===== config.mk =====
export PLATFORM = sky130hd
export DESIGN_NAME = gx_rst_seq
export DESIGN_NICKNAME = d
export VERILOG_FILES = /design/src/rtl/gx_rst_seq.sv
export SDC_FILE = /design/constraint.sdc
export NUM_CORES = 1
export LEC_CHECK = 0
export CAP_MARGIN = 20
export CORE_MARGIN = 4
export CORE_UTILIZATION = 53
export CTS_BUF_LIST = sky130_fd_sc_hd__clkbuf_8
export DETAILED_ROUTE_END_ITERATION = 16
export PLACE_DENSITY = 0.79
export SYNTH_ARGS = -nofsm -noshare
export SYNTH_HDL_FRONTEND = slang
export SYNTH_SLANG_ARGS = --single-unit

===== constraint.sdc =====
create_clock -name clk -period 2.1 [get_ports clk]
set_clock_uncertainty 0.05 [all_clocks]
set_input_delay 0.42 -clock clk [delete_from_list [all_inputs] [get_ports clk]]
set_output_delay 0.42 -clock clk [all_outputs]
set_load 0.02 [all_outputs]

===== src/rtl/gx_rst_seq.sv =====
// Multi-lane transceiver reset sequencer: one TX FSM shared by all lanes, and either one
// RX FSM per lane or one shared RX FSM. Every output is a register decoded from FSM state.
module gx_rst_seq #(
  parameter int LANE_N          = 4,
  parameter int RX_INDEP        = 1,
  parameter int PLL_PD_CYC      = 50,
  parameter int LOCK_STABLE_CYC = 16,
  parameter int TX_DIG_CYC      = 32,
  parameter int RX_ANA_CYC      = 32,
  parameter int LTD_STABLE_CYC  = 16,
  parameter int RX_DIG_CYC      = 32
) (
  input  logic              clk,
  input  logic              reset,
  input  logic              pll_locked_i,
  input  logic [LANE_N-1:0] tx_cal_busy_i,
  input  logic [LANE_N-1:0] rx_cal_busy_i,
  input  logic [LANE_N-1:0] rx_is_lockedtodata_i,
  output logic              pll_powerdown_o,
  output logic [LANE_N-1:0] tx_analogreset_o,
  output logic [LANE_N-1:0] tx_digitalreset_o,
  output logic [LANE_N-1:0] rx_analogreset_o,
  output logic [LANE_N-1:0] rx_digitalreset_o,
  output logic              tx_ready_o,
  output logic [LANE_N-1:0] rx_ready_o
);

  function automatic int max_of(input int a, input int b);
    return (a > b) ? a : b;
  endfunction

  localparam int MAX_CYC  = max_of(max_of(max_of(PLL_PD_CYC, LOCK_STABLE_CYC), max_of(TX_DIG_CYC, RX_ANA_CYC)),
                                   max_of(LTD_STABLE_CYC, RX_DIG_CYC));
  localparam int CW       = $clog2(MAX_CYC + 1);
  localparam int RX_FSM_N = (RX_INDEP != 0) ? LANE_N : 1;

  typedef logic [CW-1:0] cnt_t;
  localparam cnt_t CNT_MAX = '1;

  typedef enum logic [2:0] {TX_PD, TX_CAL, TX_LOCK, TX_DIG, TX_RDY} tx_state_t;
  typedef enum logic [1:0] {RX_ANA, RX_LTD, RX_DIG, RX_RDY} rx_state_t;

  // CDR lock comes from the recovered-clock domain, so it is double-registered before use.
  logic [LANE_N-1:0] ltd_meta, ltd_sync;

  always_ff @(posedge clk or posedge reset) begin
    if (reset) begin
      ltd_meta <= '0;
      ltd_sync <= '0;
    end else begin
      // NOTE: non-blocking assignments so each flop samples the pre-edge value of the other.
      ltd_meta <= rx_is_lockedtodata_i;
      ltd_sync <= ltd_meta;
    end
  end

  tx_state_t tx_state, tx_state_n;
  cnt_t      tx_cnt, tx_cnt_n;
  logic      tx_clr, tx_busy;
  logic      tx_pd_d, tx_ana_d, tx_dig_d, tx_rdy_d;
  logic      tx_ana_q, tx_dig_q;

  assign tx_busy = |tx_cal_busy_i;

  always_ff @(posedge clk or posedge reset) begin
    if (reset) begin
      tx_state        <= TX_PD;
      tx_cnt          <= '0;
      pll_powerdown_o <= 1'b1;
      tx_ana_q        <= 1'b1;
      tx_dig_q        <= 1'b1;
      tx_ready_o      <= 1'b0;
    end else begin
      tx_state        <= tx_state_n;
      tx_cnt          <= tx_cnt_n;
      pll_powerdown_o <= tx_pd_d;
      tx_ana_q        <= tx_ana_d;
      tx_dig_q        <= tx_dig_d;
      tx_ready_o      <= tx_rdy_d;
    end
  end

  always_comb begin
    // NOTE: every signal gets a default before the case so no path can infer a latch.
    tx_state_n = tx_state;
    tx_clr     = 1'b0;
    case (tx_state)
      TX_PD:   if (tx_cnt == CW'(PLL_PD_CYC - 1)) tx_state_n = TX_CAL;
      TX_CAL:  if (!tx_busy) tx_state_n = TX_LOCK;
      TX_LOCK: if (!pll_locked_i) tx_clr = 1'b1;
               else if (tx_cnt == CW'(LOCK_STABLE_CYC - 1)) tx_state_n = TX_DIG;
      TX_DIG:  if (!pll_locked_i) tx_state_n = TX_LOCK;
               else if (tx_cnt == CW'(TX_DIG_CYC - 1)) tx_state_n = TX_RDY;
      TX_RDY:  if (!pll_locked_i) tx_state_n = TX_PD;
      default: tx_state_n = TX_PD;
    endcase
    if (tx_state_n != tx_state || tx_clr) tx_cnt_n = '0;
    else if (tx_cnt != CNT_MAX)           tx_cnt_n = tx_cnt + 1'b1;
    else                                  tx_cnt_n = tx_cnt;
  end

  always_comb begin
    tx_pd_d  = (tx_state == TX_PD);
    tx_ana_d = (tx_state == TX_PD) || (tx_state == TX_CAL);
    tx_dig_d = (tx_state != TX_RDY);
    tx_rdy_d = (tx_state == TX_RDY);
  end

  assign tx_analogreset_o  = {LANE_N{tx_ana_q}};
  assign tx_digitalreset_o = {LANE_N{tx_dig_q}};

  logic [RX_FSM_N-1:0] rx_ana_q, rx_dig_q, rx_rdy_q;

  for (genvar g = 0; g < RX_FSM_N; g++) begin : g_rx
    rx_state_t state, state_n;
    cnt_t      cnt, cnt_n;
    logic      lk, bsy, clr;
    logic      ana_d, dig_d, rdy_d, ana_q, dig_q, rdy_q;

    // Shared mode: lock needs every lane, while any lane's busy or loss restarts all.
    if (RX_INDEP != 0) begin : g_lane
      assign lk  = ltd_sync[g];
      assign bsy = rx_cal_busy_i[g];
    end else begin : g_all
      assign lk  = &ltd_sync;
      assign bsy = |rx_cal_busy_i;
    end

    always_ff @(posedge clk or posedge reset) begin
      if (reset) begin
        state <= RX_ANA;
        cnt   <= '0;
        ana_q <= 1'b1;
        dig_q <= 1'b1;
        rdy_q <= 1'b0;
      end else begin
        state <= state_n;
        cnt   <= cnt_n;
        ana_q <= ana_d;
        dig_q <= dig_d;
        rdy_q <= rdy_d;
      end
    end

    always_comb begin
      state_n = state;
      clr     = 1'b0;
      case (state)
        RX_ANA:  if (cnt >= CW'(RX_ANA_CYC - 1) && !bsy) state_n = RX_LTD;
        RX_LTD:  if (!lk) clr = 1'b1;
                 else if (cnt == CW'(LTD_STABLE_CYC - 1)) state_n = RX_DIG;
        RX_DIG:  if (!lk) state_n = RX_LTD;
                 else if (cnt == CW'(RX_DIG_CYC - 1)) state_n = RX_RDY;
        RX_RDY:  if (bsy) state_n = RX_ANA;
                 else if (!lk) state_n = RX_LTD;
        default: state_n = RX_ANA;
      endcase
      if (state_n != state || clr) cnt_n = '0;
      else if (cnt != CNT_MAX)     cnt_n = cnt + 1'b1;
      else                         cnt_n = cnt;
    end

    always_comb begin
      ana_d = (state == RX_ANA);
      dig_d = (state != RX_RDY);
      rdy_d = (state == RX_RDY);
    end

    assign rx_ana_q[g] = ana_q;
    assign rx_dig_q[g] = dig_q;
    assign rx_rdy_q[g] = rdy_q;
  end

  if (RX_INDEP != 0) begin : g_rx_lanes
    assign rx_analogreset_o  = rx_ana_q;
    assign rx_digitalreset_o = rx_dig_q;
    assign rx_ready_o        = rx_rdy_q;
  end else begin : g_rx_shared
    assign rx_analogreset_o  = {LANE_N{rx_ana_q[0]}};
    assign rx_digitalreset_o = {LANE_N{rx_dig_q[0]}};
    assign rx_ready_o        = {LANE_N{rx_rdy_q[0]}};
  end

endmodule


==> reports/metrics.cfg, run 1 <==
[status]
status=finished clean

[setup_path]
ff2ff_path_depth=5
start_kind=input pin
path_class=input pin to flop
worstPathCellList=clkdlybuf4s50_1, or4_4, or3_2, o211ai_1, a211oi_1
slowest_stage=or4_4
r2r_start=tx_cnt[0]
worst_path_largest_cell_delay_ns=0.53
cp-startpoint=tx_cal_busy_i[1]
worst-path-max-fanout=6
rr_endpoint=tx_cnt[0]
reg2reg_setup_slack_ns=0.07
endpoint_kind=flop
cp.arrival_ns=2.21
required_ns=2.23

[global_routing]
grt_pass1_vias=2294
use_met3=0.05582
grt_use_total=0.1740
use_met2=0.2588
grt_overflow=0
grt_max_degree=66
grt_pass1_wl_um=10290
grt.busiest_layer=met2
grtUsageMet1=0.2351
antenna_found_initial=0

[cells_and_area]
syn2layout_area_growth_pct=16.20
num-fill-cells=476
fin_cells=432
antenna_cells=0
drive_gt1_frac=0.1289
fin_nets=373

[detailed_routing]
drtIter0Drc=112
totalWireLength_um=6095
drc=0
viasPerCell=5.843
antenna_left=0
dr.pass1.iters=5
wire_per_inst_um=14.11
vias=2524

[place]
hpwl_um=4148
gp_congestion=0.7958
port_buffers=36
dp.cells=416

[synthesis]
synth_sequential_area_ratio=0.4975
yosys_warnings=0
yosys.area.top_type=dfrtp_1
synth_area_per_cell_um2=10.05
synth_top_cells_by_count=54 x dfrtp_1, 24 x nor2_1, 21 x nand2_1, 20 x buf_4, 18 x nor3_1
synth_cell_types=56
post-synth-top-count-cell=dfrtp_1
synth_top_cell_area_share=0.4099
ys_ff_latch=65
ys_dominant_reg_cell=dfrtp_1
mappedNetlistArea_um2=3297
synth.area.top_cells=dfrtp_1 41%, dfstp_2 8.8%, buf_4 4.6%
syn_nets=349
synthCells=328
synthArstFlopShare=1.000
synth_edf_count=0

[timing]
setup_violations=0
slew_headroom=0.5689
fin_crit_ns=2.075
maxSlewViolCount=0
fmax_ghz=0.4819
fin_tns_setup_ns=0
period_share=0.9882
worstMarginPinSlew_ns=0.6438
hold_viol=0

[cts]
hold_buffers=0
numCtsBuffers=9
cts_tree=built
cts_sinks=65
clock_latency_ns=0.34
clk_pin_slew_ns=0.07
clk_path_buf_depth=2
post_cts_buffers=0
cts-root-buf=clkbuf_8
h-tree-depth=3

[die]
coreArea_um2=5991
dieArea_um2=7546
fp.dieW_um=86.87
die_y_um=86.87
rows=28
boundaryPins=37
start_util=0.5503

[pwr]
p_leak_nw=1.715
ir_drop_v=0.0006339
powerDensity_nw_per_um2=1017

[hold_path]
min-delay-start=ltd_meta[2]
holdPathStages=0
hold_class=flop to flop
hold_end=ltd_sync[2]

[flow_run]
maxCapViolCount=0

## area by class of cell
type | count | area [um^2] | share of cell area
tap | 75 | 93.84 | 0.02449
sequential | 65 | 1640 | 0.4282
clock buffer | 10 | 137.6 | 0.03592
timing repair buffer | 45 | 440.4 | 0.1150
inverter | 16 | 60.06 | 0.01568
multi-input combinational | 215 | 1408 | 0.3674
clock inverter | 6 | 51.30 | 0.01339
## worst max-delay path, delay by kind of cell
family / cells / cell delay [ns]
AOI/OAI and AO/OA: 2 / 0.42
buffers and inverters: 1 / 0.39
and+or+nand+nor: 2 / 0.97
## metal layers
layer / share of wire / wire length, um
met1: 0.47 / 2839
met2: 0.47 / 2853
met3: 0.056 / 342
met4: 0.0098 / 60
met5: 0 / 0
## sequential cells by signal, indices dropped and copies added, names as in the netlist
| register | count |
|---|---|
| tx_state | 3 |
| tx_cnt | 6 |
| ltd_meta | 4 |
| g_rx.ana_q | 4 |
| ltd_sync | 4 |
| g_rx.dig_q | 4 |
| g_rx.rdy_q | 4 |
| g_rx.state | 8 |
| tx_ana_q | 1 |
| tx_ready_o | 1 |
| tx_dig_q | 1 |
| g_rx.cnt | 24 |
| pll_powerdown_o | 1 |
## power by group
part | total, mW | leakage (nW) | switching [mW] | internal, mW
logic | 1.07 | 0.794 | 0.520 | 0.551
clock network | 1.01 | 0.110 | 0.449 | 0.564
registers | 1.81 | 0.811 | 0.296 | 1.52
total | 3.90 | 1.71 | 1.26 | 2.63
## logic make-up after synthesis
group | synth area share
XOR/XNOR | 0.01594
AO/OA/AOI/OAI | 0.1108
multiplexers | 0.04326
flip-flops | 0.4975
buffers and inverters | 0.08007
adder cells (fa/ha/maj) | 0.02277
AND/OR/NAND/NOR | 0.2296
## worst max path at each step
stage	endpoint	slack, ns	cells past startpoint
after floorplan	g_rx[0].cnt[0]	0.02	1
after global placement	tx_cnt[3]	-0.39	5
after detailed placement	tx_cnt[1]	-0.41	5
after CTS	tx_cnt[3]	0.007	5
after global routing	tx_cnt[2]	-0.06	5
final	tx_cnt[0]	0.02	5
## stage by stage
| step | power [mW] | worst slack [ns] | area [um^2] | util | hold WS, ns |
|---|---|---|---|---|---|
| after global placement | 2.801 | -0.3917 | 3627 | 0.6055 | 0.2838 |
| final | 3.898 | 0.02480 | 3831 | 0.6395 | 0.2993 |
| after global routing | 4.158 | -0.06410 | 3831 | 0.6395 | 0.3042 |
| after CTS | 3.910 | 0.007019 | 3826 | 0.6387 | 0.3011 |
| after floorplan | 2.597 | 0.02175 | 3297 | - | 0.2812 |
| after detailed placement | 2.865 | -0.4148 | 3627 | 0.6055 | 0.2847 |
## cells in the final DEF, fill, tap and decap left out, types with 2 or more instances in the layout
master | netlist | final
inv_1 | 16 | 18
nor3_1 | 18 | 18
a211oi_2 | 0 | 2
a2111oi_0 | 4 | 4
dfstp_2 | 11 | 11
clkinv_2 | 0 | 2
a211oi_1 | 8 | 6
nand4b_1 | 2 | 2
buf_4 | 20 | 8
ha_1 | 6 | 6
and4_1 | 2 | 2
mux2_2 | 2 | 2
nor4_1 | 5 | 5
and3_1 | 12 | 12
nor2b_1 | 8 | 8
nand2b_1 | 6 | 6
a221oi_1 | 2 | 2
nor3b_1 | 4 | 4
dfrtp_1 | 54 | 54
and2_1 | 3 | 3
o21ai_0 | 7 | 7
clkbuf_8 | 0 | 10
and4b_1 | 3 | 3
nand3_1 | 15 | 15
a31oi_1 | 6 | 6
clkdlybuf4s50_1 | 0 | 36
nor2_1 | 24 | 24
mux2i_1 | 12 | 12
nand2_1 | 21 | 21
a21oi_1 | 8 | 8
nand4_1 | 5 | 5
xnor2_1 | 6 | 6
## timing repair
action | 4_1_cts | 5_1_grt
pin swaps | 0 | 2
setup endpoints to repair | 6 | 5
gates resized for setup | 2 | 1
cloned | 0 | 0
(Power assumes the default switching activity.)
==> run 2, diff against run 1 <==
- GPL_TIMING_DRIVEN: default -> 0
==> reports/metrics.cfg, run 2 (synthesis gave the netlist of run 1 again) <==
[status]
status=finished clean

[setup_path]
worst-path-max-fanout=6  ; unchanged
endpoint_kind=flop
reg2reg_setup_slack_ns=0.11  ; +0.04 ns
path_class=input pin to flop
required_ns=2.30  ; +0.07 ns
critical_path.endpoint=tx_cnt[3]
cp-startpoint=tx_cal_busy_i[2]
start_kind=input pin
cp.arrival_ns=2.24  ; +0.03 ns
ff2ff_path_depth=5  ; unchanged
r2r_start=g_rx[2].cnt[0]
rr_endpoint=g_rx[2].cnt[4]

[place]
port_buffers=36  ; unchanged
dp.cells=441  ; +6.0%
hpwl_um=4294  ; +3.5%
gp_congestion=0.8280  ; +4.0%

[detailed_routing]
wire_per_inst_um=13.94  ; -1.2%
viasPerCell=5.581  ; -4.5%
totalWireLength_um=6383  ; +4.7%
drc=0  ; unchanged
dr.pass1.iters=4  ; -1
antenna_left=0  ; unchanged
vias=2556  ; +1.3%
drtIter0Drc=111  ; -0.89%

[cells_and_area]
multi_input_area_um2=1448  ; +2.8%
antenna_cells=0  ; unchanged
final_common_cell=dfrtp_1
biggestRegsByFlops=g_rx.cnt (24), g_rx.state (8), tx_cnt (6)
fin_nets=399  ; +7.0%
fin_cells=458  ; +6.0%
largest-register=g_rx.cnt
layout_common_cells=54 x dfrtp_1, 24 x nor2_1, 24 x clkdlybuf4s50_1
num-fill-cells=462  ; -2.9%
largest_reg_flops=24  ; unchanged
syn2layout_area_growth_pct=23.98
register_area_um2=1640  ; unchanged
final_util=0.6823  ; +0.04282
drive_gt1_frac=0.1775  ; +0.04869

[timing]
period_share=0.9708  ; -0.01736
maxSlewViolCount=0  ; unchanged
fin_tns_setup_ns=0  ; unchanged
slew_headroom=0.6272  ; +0.05827
fin_crit_ns=2.039  ; -0.03645 ns
fmax_ghz=0.4905  ; +1.8%
worstMarginPinSlew_ns=0.5592  ; -0.08457 ns
setup_violations=0  ; unchanged
hold_viol=0  ; unchanged
rsz0062_at_grt=no

[cts]
clk_path_buf_depth=2  ; unchanged
numCtsBuffers=9  ; unchanged
cts-root-buf=clkbuf_8
cts_tree=built
h-tree-depth=3  ; unchanged
clock_latency_ns=0.35  ; about the same
clk_pin_slew_ns=0.06  ; about the same
cts_sinks=65  ; unchanged

[pwr]
powerDensity_nw_per_um2=1008  ; -0.96%
ir_drop_v=0.0005791  ; -8.6%
p_leak_nw=1.846  ; +7.7%
clkPwrFrac=0.271  ; +0.011
swShare=0.3212  ; -0.003233
seqPwrFrac=0.428  ; -0.038
internal_power_mw=2.796  ; +6.2%
switchingPower_mw=1.323  ; +4.6%
power_frac_comb=0.301  ; +0.026

[flow_run]
maxCapViolCount=0  ; unchanged

[global_routing]
grt_max_degree=35  ; -47%
grt_pass1_wl_um=10870  ; +5.6%
grt_use_total=0.1849  ; +0.01093
grt_pass1_vias=2361  ; +2.9%
grt_overflow=0  ; unchanged
antenna_found_initial=0  ; unchanged

[die]
dieArea_um2=7546  ; unchanged
fp.dieW_um=86.87  ; unchanged
boundaryPins=37  ; unchanged
die_y_um=86.87  ; unchanged
coreArea_um2=5991  ; unchanged
start_util=0.5503  ; unchanged
rows=28  ; unchanged

[hold_path]
hold_class=input pin to async pin

[run 2: changes by cell type in the layout (fill, tap and decap cells not counted), moves of 2 or more]
| cell | previous run | this run |
|---|---|---|
| a211oi_1 | 6 | 4 |
| a211oi_2 | 2 | 4 |
| buf_4 | 8 | 21 |
| clkbuf_1 | 0 | 10 |
| clkdlybuf4s50_1 | 36 | 24 |
| dlygate4sd2_1 | 0 | 2 |
| dlymetal6s2s_1 | 0 | 10 |
[run 2: worst min path at each step]
stage / slack (ns) / endpoint / depth (start not counted)
2_1_floorplan: 0.28 / ltd_sync[0] / 0
3_3_place_gp: 0.28 / ltd_sync[2] / 0
3_5_place_dp: 0.28 / ltd_sync[2] / 0
4_1_cts: 0.25 / g_rx[2].state[0] / 2
5_1_grt: 0.28 / g_rx[2].state[0] / 2
6_report: 0.26 / g_rx[2].state[0] / 2
[run 2: per-stage QoR]
stage               cell area [um^2]  hold WS, ns  worst slack [ns]  power [mW]
floorplan                       3297       0.2812           0.02175       2.597
global placement                3751       0.2821            -1.156       2.879
detailed placement              3799       0.2847           -0.4392       2.952
CTS                             4030       0.2514         0.0005043       4.140
global route                    4088       0.2755           0.01239       4.398
finish                          4088       0.2577           0.06125       4.119
[run 2: critical path, cell delays in order]
cell and delay (ns):
dlygate4sd2_1 0.23, or4_4 0.53, a32o_2 0.30, or3_1 0.36, buf_6 0.15, a221oi_2 0.24
[run 2: timing repair]
action,4_1_cts,5_1_grt
hold buffers,0,0
resized for setup,8,15
pin swaps,4,5
setup endpoints to repair,11,20
setup buffers,0,1
[run 2: power groups by stage]
stage	clock network, mW	registers [mW]	logic [mW]
4_1_cts	1.14	1.76	1.24
6_report	1.12	1.76	1.24
2_1_floorplan	0	1.71	0.884
3_5_place_dp	0	1.77	1.18
3_3_place_gp	0	1.76	1.12
5_1_grt	1.20	1.81	1.39
[run 2: final cells by class]
type,instances,share of cell area
Buffer,32,0.04989
Clock buffer,9,0.03030
Multi-Input combinational cell,215,0.3541
Inverter,16,0.01469
Clock inverter,7,0.01959
Tap cell,75,0.02296
Sequential cell,65,0.4013
Timing Repair Buffer,39,0.1071
[run 2: routing by layer]
metal | vias up | global-route usage | wire length, um
met5 | - | 0 | 0
met4 | 0 | 0.07507 | 114
met3 | 11 | 0.06812 | 387
met2 | 62 | 0.2823 | 2981
met1 | 1218 | 0.2382 | 2900
li1 | 1265 | - | -
==> run 3, diff against run 2 <==
- REMOVE_ABC_BUFFERS: default -> 1
==> reports/metrics.cfg, run 3 (synthesis gave the netlist of run 1 again) <==
[status]
status=finished clean

[global_routing]
grt_use_total=0.1647  ; -0.02021
grt_pass1_wl_um=9853  ; -9.3%
grt_max_degree=41  ; +17%
grt_pass1_vias=2207  ; -6.5%
antenna_found_initial=0  ; unchanged
grt_overflow=0  ; unchanged

[setup_path]
reg2reg_setup_slack_ns=0.14  ; +0.03 ns
rr_endpoint=g_rx[2].cnt[4]
worst-path-max-fanout=6  ; unchanged
start_kind=input pin
required_ns=2.30  ; about the same
cp.arrival_ns=2.22  ; -0.02 ns
path_class=input pin to flop
r2r_start=g_rx[2].cnt[0]
ff2ff_path_depth=5  ; unchanged
endpoint_kind=flop

[flow_run]
maxCapViolCount=0  ; unchanged

[cells_and_area]
antenna_cells=0  ; unchanged
biggestRegsByFlops=g_rx.cnt (24), g_rx.state (8), tx_cnt (6)
num-fill-cells=460  ; -0.43%
largest-register=g_rx.cnt
largest_reg_flops=24  ; unchanged
syn2layout_area_growth_pct=16.66
layout_common_cells=54 x dfrtp_1, 33 x clkdlybuf4s50_1, 24 x nor2_1
final_util=0.6420  ; -0.04031
fin_nets=366  ; -8.3%
final_common_cell=dfrtp_1
drive_gt1_frac=0.1400  ; -0.03755

[hold_path]
hold_class=flop to flop
holdPathStages=0
min-delay-start=ltd_meta[0]
hold_end=ltd_sync[0]

[cts]
cts_sinks=65  ; unchanged
cts_tree=built
clk_path_buf_depth=2  ; unchanged
hold_buffers=0  ; unchanged
h-tree-depth=3  ; unchanged
clock_latency_ns=0.34  ; about the same
cts-root-buf=clkbuf_8
numCtsBuffers=9  ; unchanged
clk_pin_slew_ns=0.06  ; about the same

[place]
gp_congestion=0.7888  ; -4.7%
port_buffers=36  ; unchanged
hpwl_um=4077  ; -5.0%

[detailed_routing]
dr.pass1.iters=4  ; unchanged
drc=0  ; unchanged
wire_per_inst_um=13.95  ; about the same
antenna_left=0  ; unchanged
vias=2457  ; -3.9%
viasPerCell=5.781  ; +3.6%
drtIter0Drc=149  ; +34%
totalWireLength_um=5927  ; -7.1%

[pwr]
total_power_mw=3.932  ; -4.5%
p_leak_nw=1.714  ; -7.1%
ir_drop_v=0.0006472  ; +12%
powerDensity_nw_per_um2=1022  ; +1.5%

[timing]
period_share=0.9650  ; -0.005862
fin_crit_ns=2.026  ; -0.01231 ns
hold_viol=0  ; unchanged
fmax_ghz=0.4935  ; +0.61%
maxSlewViolCount=0  ; unchanged
slew_headroom=0.4499  ; -0.1772
fin_tns_setup_ns=0  ; unchanged
setup_violations=0  ; unchanged
rsz0062_at_grt=no
worstMarginPinSlew_ns=0.8239  ; +0.2647 ns

[die]
boundaryPins=37  ; unchanged
rows=28  ; unchanged
die_y_um=86.87  ; unchanged
fp.dieW_um=86.87  ; unchanged
start_util=0.5503  ; unchanged
coreArea_um2=5991  ; unchanged
dieArea_um2=7546  ; unchanged

run 3: changes by cell type in the layout (fill, tap and decap cells not counted), sizes merged:
cell | before | now
clkbuf | 19 | 11
bufinv | 2 | 1
inv | 20 | 18
clkdlybuf4s50 | 24 | 33
dlymetal6s2s | 10 | 3
dlygate4sd2 | 2 | 0
clkinv | 1 | 2
buf | 25 | 2
run 3: final cells by class:
cell class / count / area [um^2] / share of cell area
Inverter: 16 / 60.06 / 0.01561
Sequential cell: 65 / 1640 / 0.4265
Multi-Input combinational cell: 215 / 1458 / 0.3790
Clock inverter: 5 / 47.55 / 0.01236
Clock buffer: 11 / 151.4 / 0.03936
Tap cell: 75 / 93.84 / 0.02440
Timing Repair Buffer: 38 / 395.4 / 0.1028
run 3: power by group:
part	leakage (nW)	switching [mW]	internal, mW
registers	0.811	0.303	1.52
logic	0.792	0.523	0.547
clock network	0.112	0.441	0.600
run 3: per-stage QoR:
stage | setup WS [ns] | instances | cell area (um^2) | hold WS (ns)
floorplan | 0.02175 | 296 | 3093 | 0.2812
global placement | -1.065 | 407 | 3547 | 0.2835
detailed placement | -0.4796 | 408 | 3567 | 0.2926
CTS | -0.007798 | 424 | 3786 | 0.3077
global route | 0.01727 | 425 | 3846 | 0.3169
finish | 0.07356 | 425 | 3846 | 0.3024
run 3: worst max-delay path by stage:
stage,from,to,slack (ns)
final,tx_cal_busy_i[2],tx_cnt[3],0.07
after global routing,g_rx[2].cnt[0],g_rx[2].cnt[5],0.02
after CTS,tx_cal_busy_i[1],tx_cnt[0],-0.008
after detailed placement,tx_cal_busy_i[1],tx_cnt[2],-0.48
after global placement,reset,g_rx[1].state[1],-1.06
after floorplan,reset,g_rx[0].cnt[0],0.02
run 3: per-layer routing:
metal  track usage  up-vias  wire, um
li1              -     1199         -
met1        0.2032     1201      2601
met2        0.2671       52      2961
met3       0.06623        5       305
met4       0.04674        0        59
met5             0        -         0
run 3: worst max-delay path: stages:
cell             delay, ns
clkdlybuf4s50_1       0.40
or4_4                 0.43
a32o_2                0.30
or3_4                 0.40
a221oi_2              0.28
run 3: timing repair:
action	in CTS	in global routing
setup endpoints to repair	7	10
buffers inserted	0	1
resized for setup	4	12
pin swaps	2	2
